--- src/rtl/msg_pkg.sv ---
// Shared types, ASCII constants and small helpers for the message scheduler.
package msg_pkg;

   // Message types, also used as slot index and as grant_id encoding.
   typedef enum logic [1:0] {
      MSG_FAULT   = 2'd0,
      MSG_PICKUP  = 2'd1,
      MSG_DEPOSIT = 2'd2,
      MSG_END     = 2'd3
   } msg_type_e;

   typedef enum logic [2:0] {
      ST_IDLE = 3'd0,
      ST_LOAD = 3'd1,
      ST_SEND = 3'd2,
      ST_GAP  = 3'd3,
      ST_DONE = 3'd4
   } state_e;

   // Payload captured with each request.
   typedef struct packed {
      logic [1:0] unit;
      logic [1:0] su;
      logic [1:0] blk;
   } payload_t;

   localparam logic [7:0] ASC_HASH  = 8'h23;
   localparam logic [7:0] ASC_DASH  = 8'h2D;
   localparam logic [7:0] ASC_ONE   = 8'h31;
   localparam logic [7:0] ASC_QMARK = 8'h3F;
   localparam logic [7:0] ASC_B     = 8'h42;
   localparam logic [7:0] ASC_C     = 8'h43;
   localparam logic [7:0] ASC_D     = 8'h44;
   localparam logic [7:0] ASC_E     = 8'h45;
   localparam logic [7:0] ASC_F     = 8'h46;
   localparam logic [7:0] ASC_I     = 8'h49;
   localparam logic [7:0] ASC_M     = 8'h4D;
   localparam logic [7:0] ASC_N     = 8'h4E;
   localparam logic [7:0] ASC_P     = 8'h50;
   localparam logic [7:0] ASC_R     = 8'h52;
   localparam logic [7:0] ASC_S     = 8'h53;
   localparam logic [7:0] ASC_U     = 8'h55;

   // unit_code -> letter; code 3 has no unit and shows as '?'.
   function automatic logic [7:0] unit_letter(input logic [1:0] code);
      case (code)
         2'd0:    return ASC_E;
         2'd1:    return ASC_C;
         2'd2:    return ASC_R;
         default: return ASC_QMARK;
      endcase
   endfunction

   // 0..3 -> ASCII '1'..'4'.
   function automatic logic [7:0] id_digit(input logic [1:0] code);
      return ASC_ONE + {6'd0, code};
   endfunction

   // Round-robin successor among FAULT/PICKUP/DEPOSIT.
   function automatic msg_type_e rr_next(input msg_type_e t);
      case (t)
         MSG_FAULT:  return MSG_PICKUP;
         MSG_PICKUP: return MSG_DEPOSIT;
         default:    return MSG_FAULT;
      endcase
   endfunction

endpackage

--- src/rtl/msg_tx_scheduler_if.sv ---
// Byte stream handshake towards the UART transmitter.
interface msg_tx_scheduler_if;
   logic       tx_valid;
   logic [7:0] tx_data;
   logic       tx_ready;

   modport master (output tx_valid, output tx_data, input tx_ready);
   modport slave  (input tx_valid, input tx_data, output tx_ready);
endinterface

--- src/rtl/msg_char_rom.sv ---
// Combinational character generator: (type, idx, payload) -> ASCII byte.
module msg_char_rom
   import msg_pkg::*;
(
   input  msg_type_e  msg_type,
   input  logic [3:0] idx,
   input  payload_t   payload,
   output logic [7:0] char_out
);

   // Out-of-range indices return '#' so a stream always terminates.
   always_comb begin
      char_out = ASC_HASH;
      if (msg_type == MSG_END) begin
         case (idx)
            4'd0:    char_out = ASC_E;
            4'd1:    char_out = ASC_N;
            4'd2:    char_out = ASC_D;
            4'd3:    char_out = ASC_DASH;
            default: char_out = ASC_HASH;
         endcase
      end else begin
         case (idx)
            4'd0:    char_out = (msg_type == MSG_FAULT) ? ASC_F : ASC_B;
            4'd1:    char_out = (msg_type == MSG_FAULT)  ? ASC_I :
                                (msg_type == MSG_PICKUP) ? ASC_P : ASC_D;
            4'd2:    char_out = ASC_M;
            4'd3:    char_out = ASC_DASH;
            4'd4:    char_out = unit_letter(payload.unit);
            4'd5:    char_out = ASC_S;
            4'd6:    char_out = ASC_U;
            4'd7:    char_out = id_digit(payload.su);
            4'd8:    char_out = ASC_DASH;
            4'd9:    char_out = (msg_type == MSG_FAULT) ? ASC_HASH : ASC_B;
            4'd10:   char_out = id_digit(payload.blk);
            4'd11:   char_out = ASC_DASH;
            default: char_out = ASC_HASH;
         endcase
      end
   end

endmodule

--- src/rtl/msg_tx_scheduler.sv ---
// Message request slots, arbitration and paced byte streaming into uart_tx.
module msg_tx_scheduler
   import msg_pkg::*;
#(
   parameter logic [15:0] GAP_CYCLES = 16'd4340
)
(
   input  logic                      clk_50M,
   input  logic                      reset,
   input  logic                      req_fault,
   input  logic                      req_pickup,
   input  logic                      req_deposit,
   input  logic                      req_end,
   input  logic [1:0]                unit_code,
   input  logic [1:0]                su_id,
   input  logic [1:0]                blk_id,
   msg_tx_scheduler_if.master        tx,
   output logic                      busy,
   output logic [1:0]                grant_id,
   output logic                      msg_done,
   output logic                      drop_err,
   output logic                      run_ended
);

   state_e     state_reg, state_next;
   msg_type_e  type_reg, ptr_reg;
   msg_type_e  cand0, cand1, cand2, win;
   logic [1:0] win_code;
   payload_t   pay_reg, req_pay;
   payload_t   slot_pay_reg  [4];
   payload_t   slot_pay_next [4];
   logic [3:0] pend_reg, pend_next;
   logic [3:0] req_vec, clear_vec, drop_vec, take_vec;
   logic [3:0] idx_reg;
   logic [15:0] gap_cnt_reg;
   logic       last_reg;
   logic       drop_err_reg;
   logic [7:0] char_byte;
   logic       tx_valid_c, hs, is_hash, capture_ok;

   assign req_vec    = {req_end, req_deposit, req_pickup, req_fault};
   assign req_pay    = {unit_code, su_id, blk_id};
   assign capture_ok = (state_reg != ST_DONE);

   msg_char_rom u_rom (
      .msg_type (type_reg),
      .idx      (idx_reg),
      .payload  (pay_reg),
      .char_out (char_byte)
   );

   assign is_hash = (char_byte == ASC_HASH);
   assign hs      = tx_valid_c && tx.tx_ready;

   // Winner: END always first, otherwise first pending type from the RR pointer.
   assign cand0 = ptr_reg;
   assign cand1 = rr_next(cand0);
   assign cand2 = rr_next(cand1);
   always_comb begin
      win = cand2;
      if (pend_reg[MSG_END])
         win = MSG_END;
      else if (pend_reg[cand0])
         win = cand0;
      else if (pend_reg[cand1])
         win = cand1;
   end
   assign win_code = win;

   // Per-slot capture/clear; a req hitting the slot being cleared in LOAD refills it.
   generate
      for (genvar gi = 0; gi < 4; gi++) begin : g_slot
         assign clear_vec[gi]     = (state_reg == ST_LOAD) && (win_code == 2'(gi));
         assign drop_vec[gi]      = capture_ok && req_vec[gi] && pend_reg[gi] && !clear_vec[gi];
         assign take_vec[gi]      = capture_ok && req_vec[gi] && !drop_vec[gi];
         assign pend_next[gi]     = take_vec[gi] | (pend_reg[gi] & ~clear_vec[gi]);
         assign slot_pay_next[gi] = take_vec[gi] ? req_pay : slot_pay_reg[gi];
      end
   endgenerate

   // Slot storage and sticky drop flag.
   always_ff @(posedge clk_50M or posedge reset) begin
      if (reset) begin
         pend_reg     <= '0;
         drop_err_reg <= 1'b0;
         for (int i = 0; i < 4; i++)
            slot_pay_reg[i] <= '0;
      end else begin
         pend_reg     <= pend_next;
         drop_err_reg <= drop_err_reg | (|drop_vec);
         for (int i = 0; i < 4; i++)
            slot_pay_reg[i] <= slot_pay_next[i];
      end
   end

   // FSM state register.
   always_ff @(posedge clk_50M or posedge reset) begin
      if (reset)
         state_reg <= ST_IDLE;
      else
         state_reg <= state_next;
   end

   // FSM next state and handshake outputs.
   always_comb begin
      state_next = state_reg;
      tx_valid_c = 1'b0;
      busy       = 1'b0;
      msg_done   = 1'b0;
      case (state_reg)
         ST_IDLE: begin
            if (|pend_reg)
               state_next = ST_LOAD;
         end
         ST_LOAD: begin
            busy       = 1'b1;
            state_next = ST_SEND;
         end
         ST_SEND: begin
            busy       = 1'b1;
            tx_valid_c = 1'b1;
            if (tx.tx_ready) begin
               if (is_hash) begin
                  msg_done = 1'b1;
                  if (type_reg == MSG_END)
                     state_next = ST_DONE;
                  else if (GAP_CYCLES == 16'd0)
                     state_next = ST_IDLE;
                  else
                     state_next = ST_GAP;
               end else if (GAP_CYCLES != 16'd0) begin
                  state_next = ST_GAP;
               end
            end
         end
         ST_GAP: begin
            busy = 1'b1;
            if (gap_cnt_reg == GAP_CYCLES - 16'd1)
               state_next = last_reg ? ST_IDLE : ST_SEND;
         end
         ST_DONE: begin
            state_next = ST_DONE;
         end
         default: state_next = ST_IDLE;
      endcase
   end

   // Message datapath: latch winner in LOAD, advance index on handshake, pace in GAP.
   always_ff @(posedge clk_50M or posedge reset) begin
      if (reset) begin
         type_reg    <= MSG_FAULT;
         ptr_reg     <= MSG_FAULT;
         pay_reg     <= '0;
         idx_reg     <= '0;
         gap_cnt_reg <= '0;
         last_reg    <= 1'b0;
      end else begin
         case (state_reg)
            ST_LOAD: begin
               type_reg <= win;
               pay_reg  <= slot_pay_reg[win];
               idx_reg  <= '0;
               last_reg <= 1'b0;
               if (win != MSG_END)
                  ptr_reg <= rr_next(win);
            end
            ST_SEND: begin
               gap_cnt_reg <= '0;
               if (hs) begin
                  idx_reg  <= idx_reg + 4'd1;
                  last_reg <= is_hash;
               end
            end
            ST_GAP: begin
               gap_cnt_reg <= gap_cnt_reg + 16'd1;
            end
            default: ;
         endcase
      end
   end

   assign tx.tx_valid = tx_valid_c;
   assign tx.tx_data  = tx_valid_c ? char_byte : 8'h00;
   assign grant_id    = type_reg;
   assign drop_err    = drop_err_reg;
   assign run_ended   = (state_reg == ST_DONE);

endmodule
--- src/flat_wrapper.sv ---
// flat-port wrapper written by rule: the top's interface ports become plain ports
module msg_tx_scheduler_flat import msg_pkg::*;
#(
   parameter logic [15:0] GAP_CYCLES = 16'd4340
)
  (clk_50M, reset, req_fault, req_pickup, req_deposit, req_end, unit_code, su_id, blk_id, busy, grant_id, msg_done, drop_err, run_ended, tx_tx_valid, tx_tx_data, tx_tx_ready);
  msg_tx_scheduler_if tx_i ();
  input  logic clk_50M;
  input  logic reset;
  input  logic req_fault;
  input  logic req_pickup;
  input  logic req_deposit;
  input  logic req_end;
  input  logic [1:0] unit_code;
  input  logic [1:0] su_id;
  input  logic [1:0] blk_id;
  output logic busy;
  output logic [1:0] grant_id;
  output logic msg_done;
  output logic drop_err;
  output logic run_ended;
  output wire logic [$bits(tx_i.tx_valid)-1:0] tx_tx_valid;
  output wire logic [$bits(tx_i.tx_data)-1:0] tx_tx_data;
  input wire logic [$bits(tx_i.tx_ready)-1:0] tx_tx_ready;
  assign tx_tx_valid = tx_i.tx_valid;
  assign tx_tx_data = tx_i.tx_data;
  assign tx_i.tx_ready = tx_tx_ready;
  msg_tx_scheduler #(.GAP_CYCLES(GAP_CYCLES)) u_core (.clk_50M(clk_50M), .reset(reset), .req_fault(req_fault), .req_pickup(req_pickup), .req_deposit(req_deposit), .req_end(req_end), .unit_code(unit_code), .su_id(su_id), .blk_id(blk_id), .tx(tx_i), .busy(busy), .grant_id(grant_id), .msg_done(msg_done), .drop_err(drop_err), .run_ended(run_ended));
endmodule
--- config.mk ---
export PLATFORM = sky130hd
export DESIGN_NAME = msg_tx_scheduler_flat
export DESIGN_NICKNAME = d
export VERILOG_FILES = /design/src/rtl/msg_pkg.sv /design/src/rtl/msg_tx_scheduler_if.sv /design/src/rtl/msg_char_rom.sv /design/src/rtl/msg_tx_scheduler.sv /design/src/flat_wrapper.sv
export SDC_FILE = /design/constraint.sdc
export NUM_CORES = 1
export LEC_CHECK = 0
export CORE_AREA = 2 2 82 84
export CTS_CLUSTER_DIAMETER = 80
export DETAILED_ROUTE_END_ITERATION = 8
export DIE_AREA = 0 0 84 86
export PLACE_DENSITY_LB_ADDON = 0.1
export RECOVER_POWER = 25
export SETUP_SLACK_MARGIN = 0.15
export SLEW_MARGIN = 20
export SYNTH_ARGS = -nofsm -noshare
export SYNTH_HDL_FRONTEND = slang
export SYNTH_SLANG_ARGS = --single-unit
export TNS_END_PERCENT = 1
--- constraint.sdc ---
create_clock -name clk_50M -period 3 [get_ports clk_50M]
set_input_delay 0.45 -clock clk_50M [delete_from_list [all_inputs] [get_ports clk_50M]]
set_output_delay 0.45 -clock clk_50M [all_outputs]
set_load 0.01 [all_outputs]
After elaboration in Yosys (flattened, before gate mapping):

Index checks and enable logic that the tools add are counted.

* bits in registers: 63
* word-level logic and storage cells: 160

* $add $sub $neg: 4
* order comparisons: 3
* equal/unequal tests: 32
* multiplexer cells: 39
* bitwise gates (word level): 14
* reductions and logical operators: 45

Operators by type and width (count)
* one-hot mux 7 bit (10 select lines): 1
* one-hot mux 16 bit (2 select lines): 1
* one-hot mux 7 bit (4 select lines): 1
* logical AND 1 bit: 21
* one-hot mux 7 bit (3 select lines): 1
* two-way mux 3 bit: 6
* adder 16 x 1 -> 16 bit, second input constant: 1
* equality test 16 x 13 -> 1 bit, second input constant: 1
* equality test 4 x 3 -> 1 bit, second input constant: 4
* equality test 4 bit, second input constant: 4
* two-way mux 8 bit: 2
* one-hot mux 3 bit (5 select lines): 1
* adder 6 x 2 -> 7 bit, first input constant: 2
* binary-select mux 6 bit (select 2 bit): 1
* two-way mux 6 bit: 2
* one-hot mux 2 bit (2 select lines): 3
* equality test 2 x 1 -> 1 bit, second input constant: 5
* zero test 2 bit: 5
* two-way mux 5 bit: 2
* equality test 2 bit, second input constant: 4
* equality test 4 x 2 -> 1 bit, second input constant: 2
* equality test 8 x 6 -> 1 bit, second input constant: 1
* zero test 1 bit: 8
* two-way mux 1 bit: 8
* 27 further kinds: 50

Longest topological paths before layout:

Gate-level depths: netlist of run 1.

* depth after elaboration: 14
* depth in mapped cells: 10
* mapped depth without buffers: 10

Modules after synthesis:

Synthesis of run 1 repeated with hierarchy kept, for this count alone.

* cell total of the unflattened synthesis: 389
* area total of the unflattened synthesis: 3804.9 um^2

Modules (own cells, without submodules)
* msg_tx_scheduler: times used 1, cells each 312, area each 3256.9 um^2, sequential area each 1576.5 um^2
* msg_char_rom: times used 1, cells each 77, area each 548.0 um^2, sequential area each 0.0 um^2

Worst setup path before layout of run 1:

No wires, ideal clock.

* path type: register to output
* from: register u_core.idx_reg[0]
* to: output port tx_tx_data[2]
* arrival time: 1.953 ns
* data required time: 2.550 ns
* path slack: 0.597 ns
* cell stages (with the launch flop): 11
* path through: dfrtp_1 -> inv_1 -> ha_1 -> nand3b_1 -> mux2_2 -> ha_1 -> a21o_1 -> nand2_1 -> a21oi_1 -> a21oi_1 -> nor3b_1

* longest elaborated chain between the ends: 5
* elaborated cells between the ends (all ways): 17

RTL lines
* start, declared: RTL line msg_tx_scheduler.sv:34 `logic [3:0] idx_reg;`
* start signal, assigned: RTL line msg_tx_scheduler.sv:170 `idx_reg <= idx_reg + 4'd1;`
* equality test 4 bit or equality test 4 x 2 -> 1 bit (tied branches): RTL line msg_char_rom.sv:23, msg_char_rom.sv:15
* OR reduction 3 bit (no line)
* one-hot mux 7 bit (10 select lines): RTL line msg_char_rom.sv:23 `case (idx)`
* two-way mux 8 bit (*): RTL line msg_char_rom.sv:14 `if (msg_type == MSG_END) begin`
* two-way mux 8 bit (*): RTL line msg_tx_scheduler.sv:183 `assign tx.tx_data = tx_valid_c ? char_byte : 8'h00;`
* end, declared: RTL line flat_wrapper.sv:23 `output wire logic [$bits(tx_i.tx_data)-1:0] tx_tx_data;`

Mark *: on every way between the ends. The rest lies on a longest branch, timed or not.

Final worst setup path of run 1:

* from: register u_core.idx_reg[1]
* to: output port tx_tx_data[0]

The elaborated chain is that of the path after synthesis.

==> results.txt, run 1 <==
Die footprint: 7224 sq um
Layout Nets: 436
Worst EP required: 2.55 ns
Status: finished, final reports clean
Antenna violations before repair: 0
Global-route wire length before repair: 13.49 mm
Ratio of cells with drive above 1 in the final layout: 21.29%
Routability cong.: 0.9221
Clock sink count: 63
Max_slew headroom: 30.70%
RSZ-0062 raised after global routing: true
Max Clk Rate: 0.3496 GHz
Initial DRC Count: 162
Rows: 29
Final period utilization: 95.35%
Slew Limit Fails: 0
Number of iterations in the first detailed-routing pass: 5
Syn nets: 397
Buf/Inv on CP: 3
Clock transition at path regs: 0.07 ns
Final core occ: 67.35%
Core ar.: 6277 sq um
Avg Cell Area, Syn: 9.575 sq um
Max Cap Viol: 0
Remaining Overflow, GRT: 0
Pwr dens: 883.6 nW/um^2
Worst hold path class: reg2reg
Pre-CTS worst setup slack: 0.1069 ns
Largest register FFs: 24
CTS Buf Count: 9
Cell Chain, Critical Path: inv_2, ha_4, or3b_4, a221oi_4, buf_4, nor4_2, a211oi_1, clkdlybuf4s15_1
Die Span Y: 86 um
Vias per cell: 5.903
H-tree levels: 3
Final ANT Viol Nets: 0
Setup ws final: 0.1394 ns
Antenna Cells: 0
#FFs+latches synth: 63
Most common cell after layout, fill and taps aside: dfrtp_1
Slowest stage cell on the critical path: dfrtp_1
CTS tree: done
DP Wirelength: 5.750 mm
Top_reg_cell synth: dfrtp_1
Largest net degree at the start of global routing: 27
WL per Instance: 16.03 um
Worst Path Max Fanout: 6
Critical Path End Type: output port
Non-filler cells, final: 495
LEAKAGE: 0.001906 uW
Syn Inst Count: 374
I/O Buffers: 26
Layout Area Growth over Synthesis: 18.06%
Post-Syn Area: 3581 sq um
CTS Buffer Depth: 2
Peak supply drop: 0.5632 mV
Seq/Total Area, Yosys: 44.03%
Yosys top cell area share: 44.03%
Synth warnings: 0
Skew final: 0.01160 ns
Minimum clock period: 2.861 ns
Number of setup violations in the final report: 0
Largest area contributor in the netlist: dfrtp_1
Residual DRC: 0
Boundary pin count: 28
Worst skew pair latency: 0.34 ns
Width of the die: 84 um
Synth area leaders: dfrtp_1 44%, mux2_2 10%, nand2_1 3.7%, ha_1 3.5%, o21ai_0 3.5%
Top delay family on crit path: buffers and inverters
CTS Hold Bufs: 0
Via count: 2922
Hold violation count in the final report: 0
Slew @ Worst Pin: 1.040 ns
Critical path arrival: 2.41 ns
Synth unique cells: 56
EDFF count, synth: 0
Type of origin of the critical path: register
WL final: 7.934 mm
FFs w/ async S/R, synth: 100.0%
Tot Pwr: 3736 uW
Initial Util: 57.05%
Fillcell total: 531
Root Driver: clkbuf_8
Crit path kind: reg2out
Number of global-route vias before repair: 2810
Gr usage total: 23.38%
Placed Cells: 475
Crit path largest cell delay: 0.43 ns
Commonest cells after routing, fill and taps aside: 63 x dfrtp_1, 35 x nand2_1, 33 x mux2_2, 27 x nor2_1, 24 x o21ai_0
## area by class of cell
| class | count | area (sq um) | share of cell area (%) |
|---|---|---|---|
| multi-input cells | 275 | 1898 | 44.89 |
| flip-flops and latches | 63 | 1577 | 37.29 |
| repair buffers | 48 | 407.9 | 9.648 |
| clock buffers | 10 | 127.6 | 3.019 |
| well taps | 77 | 96.34 | 2.279 |
| clock inverters | 6 | 61.31 | 1.450 |
| inverters | 16 | 60.06 | 1.421 |
## per-layer routing
metal	wire (um)	share of wire (%)	up-vias	global-route usage [%]
li1	-	-	1431	-
met1	3691	47	1400	31.43
met2	3711	47	77	37.16
met3	375	4.7	14	5.582
met4	156	2.0	0	8.651
met5	0	0	-	0
## synthesized netlist by cell type (all sizes together) (3+ instances only)
library cell,count
dfrtp,63
nand2,35
mux2,33
nor2,28
o21ai,28
a21oi,23
inv,16
nand2b,13
nand3,13
buf,11
ha,10
clkbuf,9
a222oi,6
and2,6
nand4,6
nor3,6
nor4,6
o31ai,6
a31oi,5
nand3b,4
a21o,3
and3,3
o211ai,3
## where the power goes
part           switching [uW]  internal (uW)
clock network             330            381
registers                 216           1080
logic                     896            831
total                    1440           2290
## per-stage QoR
step                      setup TNS [ns]  area, sq um  hold slack (ns)
final                                  0         4228           0.4791
after detailed placement               0         3969           0.4695
after floorplan                        0         3581           0.4450
after CTS                              0         4232           0.4545
after global routing           -0.005389         4228           0.4946
after global placement                 0         3969           0.4617
## path summary, 6_finish.rpt
kind | from | endpoint | slack, ns | cells after the start
min in group asynchronous | reset | u_core.slot_pay_reg[17] | 0.74 | 2
max | u_core.idx_reg[1] | tx_tx_data[0] | 0.14 | 8
max reg2reg | u_core.state_reg[0] | u_core.slot_pay_reg[5] | 0.80 | 6
max in group asynchronous | reset | u_core.gap_cnt_reg[10] | 0.82 | 3
min | u_core.last_reg | u_core.last_reg | 0.48 | 1
min reg2reg | u_core.last_reg | u_core.last_reg | 0.48 | 1
## kinds of logic after synthesis
family / after synthesis / share of synthesized area, %
AND/OR/NAND/NOR: 131 / 18.97
AO/OA/AOI/OAI: 96 / 17.47
flip-flops: 63 / 44.03
buffers and inverters: 36 / 4.577
multiplexers: 33 / 10.38
adder cells (fa/ha/maj): 10 / 3.494
XOR/XNOR: 4 / 0.9785
other: 1 / 0.1047
## repair_timing
action                                  CTS  global route
endpoints found under the setup margin    8             7
buffers inserted                          4             0
resized for setup                        28             5
pin swaps                                 3             2
hold endpoints to repair                  0             0
Power figures use the tool's default switching activity.
==> run 2: changes to the inputs <==
- CELL_PAD_IN_SITES_DETAIL_PLACEMENT: unset -> 0
- CELL_PAD_IN_SITES_GLOBAL_PLACEMENT: unset -> 1
- CORE_AREA: 2 2 82 84 -> 2 2 92 94
- DIE_AREA: 0 0 84 86 -> 0 0 94 96
- REMOVE_ABC_BUFFERS: unset -> 1
- TNS_END_PERCENT: 1 -> 20
==> results.txt, run 2 (synthesized netlist as in run 1, its figures left out) <==
LEAKAGE: 0.001904 uW
Max Cap Viol: 0
Reg2reg path depth: 5
Largest register FFs: 24
Rows: 33
Critical Path End Type: output port
Vias per cell: 5.683
Number of iterations in the first detailed-routing pass: 5
Core ar.: 8051 sq um
Worst R2R End: u_core.pay_reg[4]
RSZ-0062 raised after global routing: true
Type of origin of the critical path: register
Largest net degree at the start of global routing: 38
Worst hold path class: reg2reg
Minimum clock period: 2.951 ns
Status: finished, final reports clean
Clock transition at path regs: 0.07 ns
WL per Instance: 15.70 um
Worst Path Max Fanout: 4
Layout Area Growth over Synthesis: 19.46%
Global-route wire length before repair: 13.65 mm
CTS Buffer Depth: 2
Post-Route Setup TNS: 0 ns
Crit path kind: reg2out
Worst EP required: 2.55 ns
Critical path arrival: 2.50 ns
Critical path origin: u_core.idx_reg[0]
I/O Buffers: 26
Slew @ Worst Pin: 1.049 ns
Width of the die: 94 um
Boundary pin count: 28
Antenna Cells: 0
Fillcell total: 752
Max Clk Rate: 0.3389 GHz
DP Wirelength: 5.854 mm
Routability cong.: 0.8865
Slew Limit Fails: 0
CTS tree: done
WL final: 8.210 mm
Setup ws final: 0.04934 ns
Gr usage total: 19.32%
Final period utilization: 98.36%
Die footprint: 9024 sq um
Via count: 2972
Worst reg-to-reg setup slack: 0.77 ns
Pwr dens: 896.5 nW/um^2
Die Span Y: 96 um
Root Driver: clkbuf_8
FF-to-FF Start: u_core.cand0[1]
Antenna violations before repair: 0
CTS Buf Count: 9
Clock sink count: 63
Residual DRC: 0
Final core occ: 53.13%
Commonest cells after routing, fill and taps aside: 63 x dfrtp_1, 35 x nand2_1, 33 x mux2_2, 28 x nor2_1, 25 x o21ai_0
Max_slew headroom: 30.01%
Placed Cells: 501
Initial DRC Count: 121
Remaining Overflow, GRT: 0
Worst skew pair latency: 0.33 ns
Worst setup path end: tx_tx_data[1]
Number of global-route vias before repair: 2748
Hold violation count in the final report: 0
Tot Pwr: 3835 uW
Most common cell after layout, fill and taps aside: dfrtp_1
Peak supply drop: 0.4125 mV
H-tree levels: 3
Initial Util: 44.48%
Ratio of cells with drive above 1 in the final layout: 20.81%
Pre-CTS worst setup slack: -0.01037 ns
Skew final: 0.007366 ns
Non-filler cells, final: 523
Final ANT Viol Nets: 0
Number of setup violations in the final report: 0
Layout Nets: 436
==> run 2: cell types whose count changed in the layout (fill, tap and decap cells not counted), sizes merged <==
cell and delta:
bufinv +1, clkbuf -2, clkdlybuf4s50 +1, clkinv -1
clkinvlp +1, dlygate4sd2 +1, dlymetal6s2s -1
==> run 2: critical path, stage by stage, from the launching register on <==
cell and delay [ns]:
dfrtp_1 0.40, inv_1 0.08, ha_2 0.21, nand3b_1 0.16
mux2_2 0.37, ha_1 0.28, and2_1 0.13, o31ai_1 0.19
a21oi_1 0.09, clkdlybuf4s15_1 0.25
==> run 2: worst min path at each step <==
stage,from,end,cells past startpoint
floorplan,u_core.gap_cnt_reg[15],u_core.gap_cnt_reg[15],1
finish,u_core.last_reg,u_core.last_reg,1
global placement,u_core.last_reg,u_core.last_reg,1
CTS,u_core.last_reg,u_core.last_reg,1
detailed placement,u_core.last_reg,u_core.last_reg,1
global route,u_core.slot_pay_reg[16],u_core.slot_pay_reg[16],1
==> run 2: metrics by stage <==
| stage | hold slack (ns) | cell area [sq um] |
|---|---|---|
| 2_1_floorplan | 0.4450 | 3477 |
| 3_3_place_gp | 0.4788 | 4001 |
| 3_5_place_dp | 0.4749 | 4001 |
| 4_1_cts | 0.4908 | 4249 |
| 5_1_grt | 0.5179 | 4278 |
| 6_report | 0.4867 | 4278 |
==> run 2: repair_timing <==
| action | 4_1_cts | 5_1_grt |
|---|---|---|
| gates resized for setup | 11 | 13 |
| endpoints found under the setup margin | 8 | 7 |
| hold buffers | 0 | 0 |
| pin swaps | 4 | 2 |
| hold endpoints to repair | 0 | 0 |
| setup buffers | 3 | 3 |
==> run 2: area by class of cell <==
cell class | count | area (sq um) | share of cell area (%)
Timing Repair Buffer | 48 | 414.1 | 9.681
Inverter | 16 | 60.06 | 1.404
Sequential cell | 63 | 1577 | 36.85
Clock buffer | 9 | 123.9 | 2.896
Clock inverter | 7 | 97.59 | 2.281
Multi-Input combinational cell | 275 | 1874 | 43.81
Tap cell | 105 | 131.4 | 3.071
==> run 2: routing by layer <==
layer | GRT usage, % | routed length [um] | part of all wire (%)
met1 | 27.66 | 3889 | 47
met2 | 28.75 | 3759 | 46
met3 | 4.464 | 425 | 5.2
met4 | 6.884 | 136 | 1.7
met5 | 0 | 0 | 0
==> run 2: power breakdown <==
group | internal [uW] | switching, uW
combinational | 839 | 896
clock | 469 | 346
sequential | 1080 | 204
total | 2390 | 1450
==> run 3: changes to the inputs <==
- SKIP_LAST_GASP: unset -> 1
==> results.txt, run 3 (synthesized netlist as in run 1, its figures left out) <==
Status: finished with violations
Violated checks: setup timing
Max Cap Viol: 0
Max layer used: met4
Type of origin of the critical path: register
Initial Util: 44.48%
Pwr dens: 896.1 nW/um^2
Routability cong.: 0.8865
Clock sink count: 63
Critical Path End Type: output port
Largest register FFs: 24
Vias per cell: 5.651
Final core occ: 52.98%
Hold Worst Slack: 0.4878 ns
Hold Path End: u_core.last_reg
Worst Path Max Fanout: 6
CTS Buffer Depth: 2
H-tree levels: 3
Die Span Y: 96 um
Clock transition at path regs: 0.07 ns
WL per Instance: 15.60 um
Antenna Cells: 0
Die footprint: 9024 sq um
Setup ws final: -0.01479 ns
Reg2reg path depth: 5
CTS Buf Count: 9
Crit path largest cell delay: 0.57 ns
Critical path arrival: 2.56 ns
DP Wirelength: 5.854 mm
Slew Limit Fails: 0
Remaining Overflow, GRT: 0
Most common cell on crit path: nor3_1
Layout Area Growth over Synthesis: 19.11%
Final ANT Viol Nets: 0
I/O Buffers: 26
Worst reg-to-reg setup slack: 0.77 ns
CTS tree: done
Rows: 33
Fillcell total: 754
Max Clk Rate: 0.3317 GHz
Slew @ Worst Pin: 1.046 ns
Sw Share: 37.40%
Cell Chain, Critical Path: buf_4, ha_4, or4_4, o211ai_1, nor3_1, nor3_1, clkdlybuf4s50_1
Antenna violations before repair: 0
Gr usage total: 19.30%
Sequential power share: 33.6%
Slowest stage cell on the critical path: clkdlybuf4s50_1
Most common cell after layout, fill and taps aside: dfrtp_1
Boundary pin count: 28
Worst R2R End: u_core.pay_reg[0]
Number of setup violations in the final report: 1
Peak supply drop: 0.4108 mV
Critical path origin: u_core.idx_reg[0]
Metal3 WL: 447 um
Multi-input logic area: 1862 sq um
Number of iterations in the first detailed-routing pass: 5
Residual DRC: 0
Ratio of cells with drive above 1 in the final layout: 19.42%
Worst EP required: 2.55 ns
Worst skew pair latency: 0.34 ns
Max_slew headroom: 30.21%
Metal-1 WL: 3.855 mm
Power share of the clock group: 21.3%
Commonest cells after routing, fill and taps aside: 63 x dfrtp_1, 35 x nand2_1, 33 x mux2_2, 28 x nor2_1, 25 x o21ai_0
Initial DRC Count: 124
Number of global-route vias before repair: 2748
FF-to-FF Start: u_core.cand0[1]
Internal power: 2393 uW
Hold violation count in the final report: 0
Core ar.: 8051 sq um
Final period utilization: 100.5%
Hold path cells: 1
RSZ-0062 raised after global routing: true
WL final: 8.145 mm
FF+latch area: 1577 sq um
Minimum clock period: 3.015 ns
Root Driver: clkbuf_8
Comb pwr share: 45.1%
Via count: 2950
Pre-CTS worst setup slack: -0.01037 ns
Skew final: 0.007777 ns
Crit path kind: reg2out
Layout Nets: 435
Global-route wire length before repair: 13.63 mm
LEAKAGE: 0.001899 uW
Largest net degree at the start of global routing: 38
NetSw: 1430 uW
Worst hold path class: reg2reg
Metal2 WL: 3.742 mm
Width of the die: 94 um
Hold path startpoint: u_core.last_reg
run 3: repair_timing:
action	4_1_cts	5_1_grt
buffers inserted	3	2
hold buffers	0	0
pin swaps	3	2
gates resized for setup	6	6
endpoints found under the setup margin	8	8
cloned	0	0
run 3: stage by stage:
stage	instances	setup TNS [ns]	total power (uW)	area [sq um]
6_report	522	-0.01479	3822	4265
5_1_grt	522	-0.5747	4127	4265
4_1_cts	520	-0.3323	3822	4249
3_5_place_dp	501	-0.01037	2969	4001
3_3_place_gp	501	0	2959	4001
2_1_floorplan	354	0	2356	3477
run 3: metal layers:
layer,up-vias,GRT usage [%]
met4,0,6.884
met1,1426,27.61
li1,1426,-
met5,-,0
met3,13,4.464
met2,85,28.75
run 3: worst max-delay path, delay by kind of cell (launching register included):
kind / cells / cell delay, ns
AOI/OAI and AO/OA: 1 / 0.14
DFF: 1 / 0.41
adders and majority gates: 1 / 0.17
buffers and inverters: 2 / 0.73
and+or+nand+nor: 3 / 0.79
run 3: worst max path at each step:
stage	to	slack (ns)	cells after the start
after floorplan	u_core.slot_pay_reg[12]	0.59	5
after global placement	tx_tx_data[1]	0.12	9
after detailed placement	tx_tx_data[2]	-0.01	10
after CTS	tx_tx_data[2]	-0.11	10
after global routing	tx_tx_data[2]	-0.14	11
final	tx_tx_data[5]	-0.01	7
run 3: layout make-up:
| type | count | area share, % |
|---|---|---|
| sequential | 63 | 36.96 |
| timing repair buffer | 47 | 9.710 |
| tap | 105 | 3.080 |
| inverter | 16 | 1.408 |
| multi-input combinational | 275 | 43.65 |
| clock buffer | 9 | 2.904 |
| clock inverter | 7 | 2.288 |
run 3: power groups by stage:
stage	logic [uW]	registers, uW	clock network (uW)
2_1_floorplan	1090	1270	0
3_3_place_gp	1660	1300	0
3_5_place_dp	1660	1300	0
5_1_grt	1930	1320	877
4_1_cts	1700	1280	840
6_report	1720	1280	816
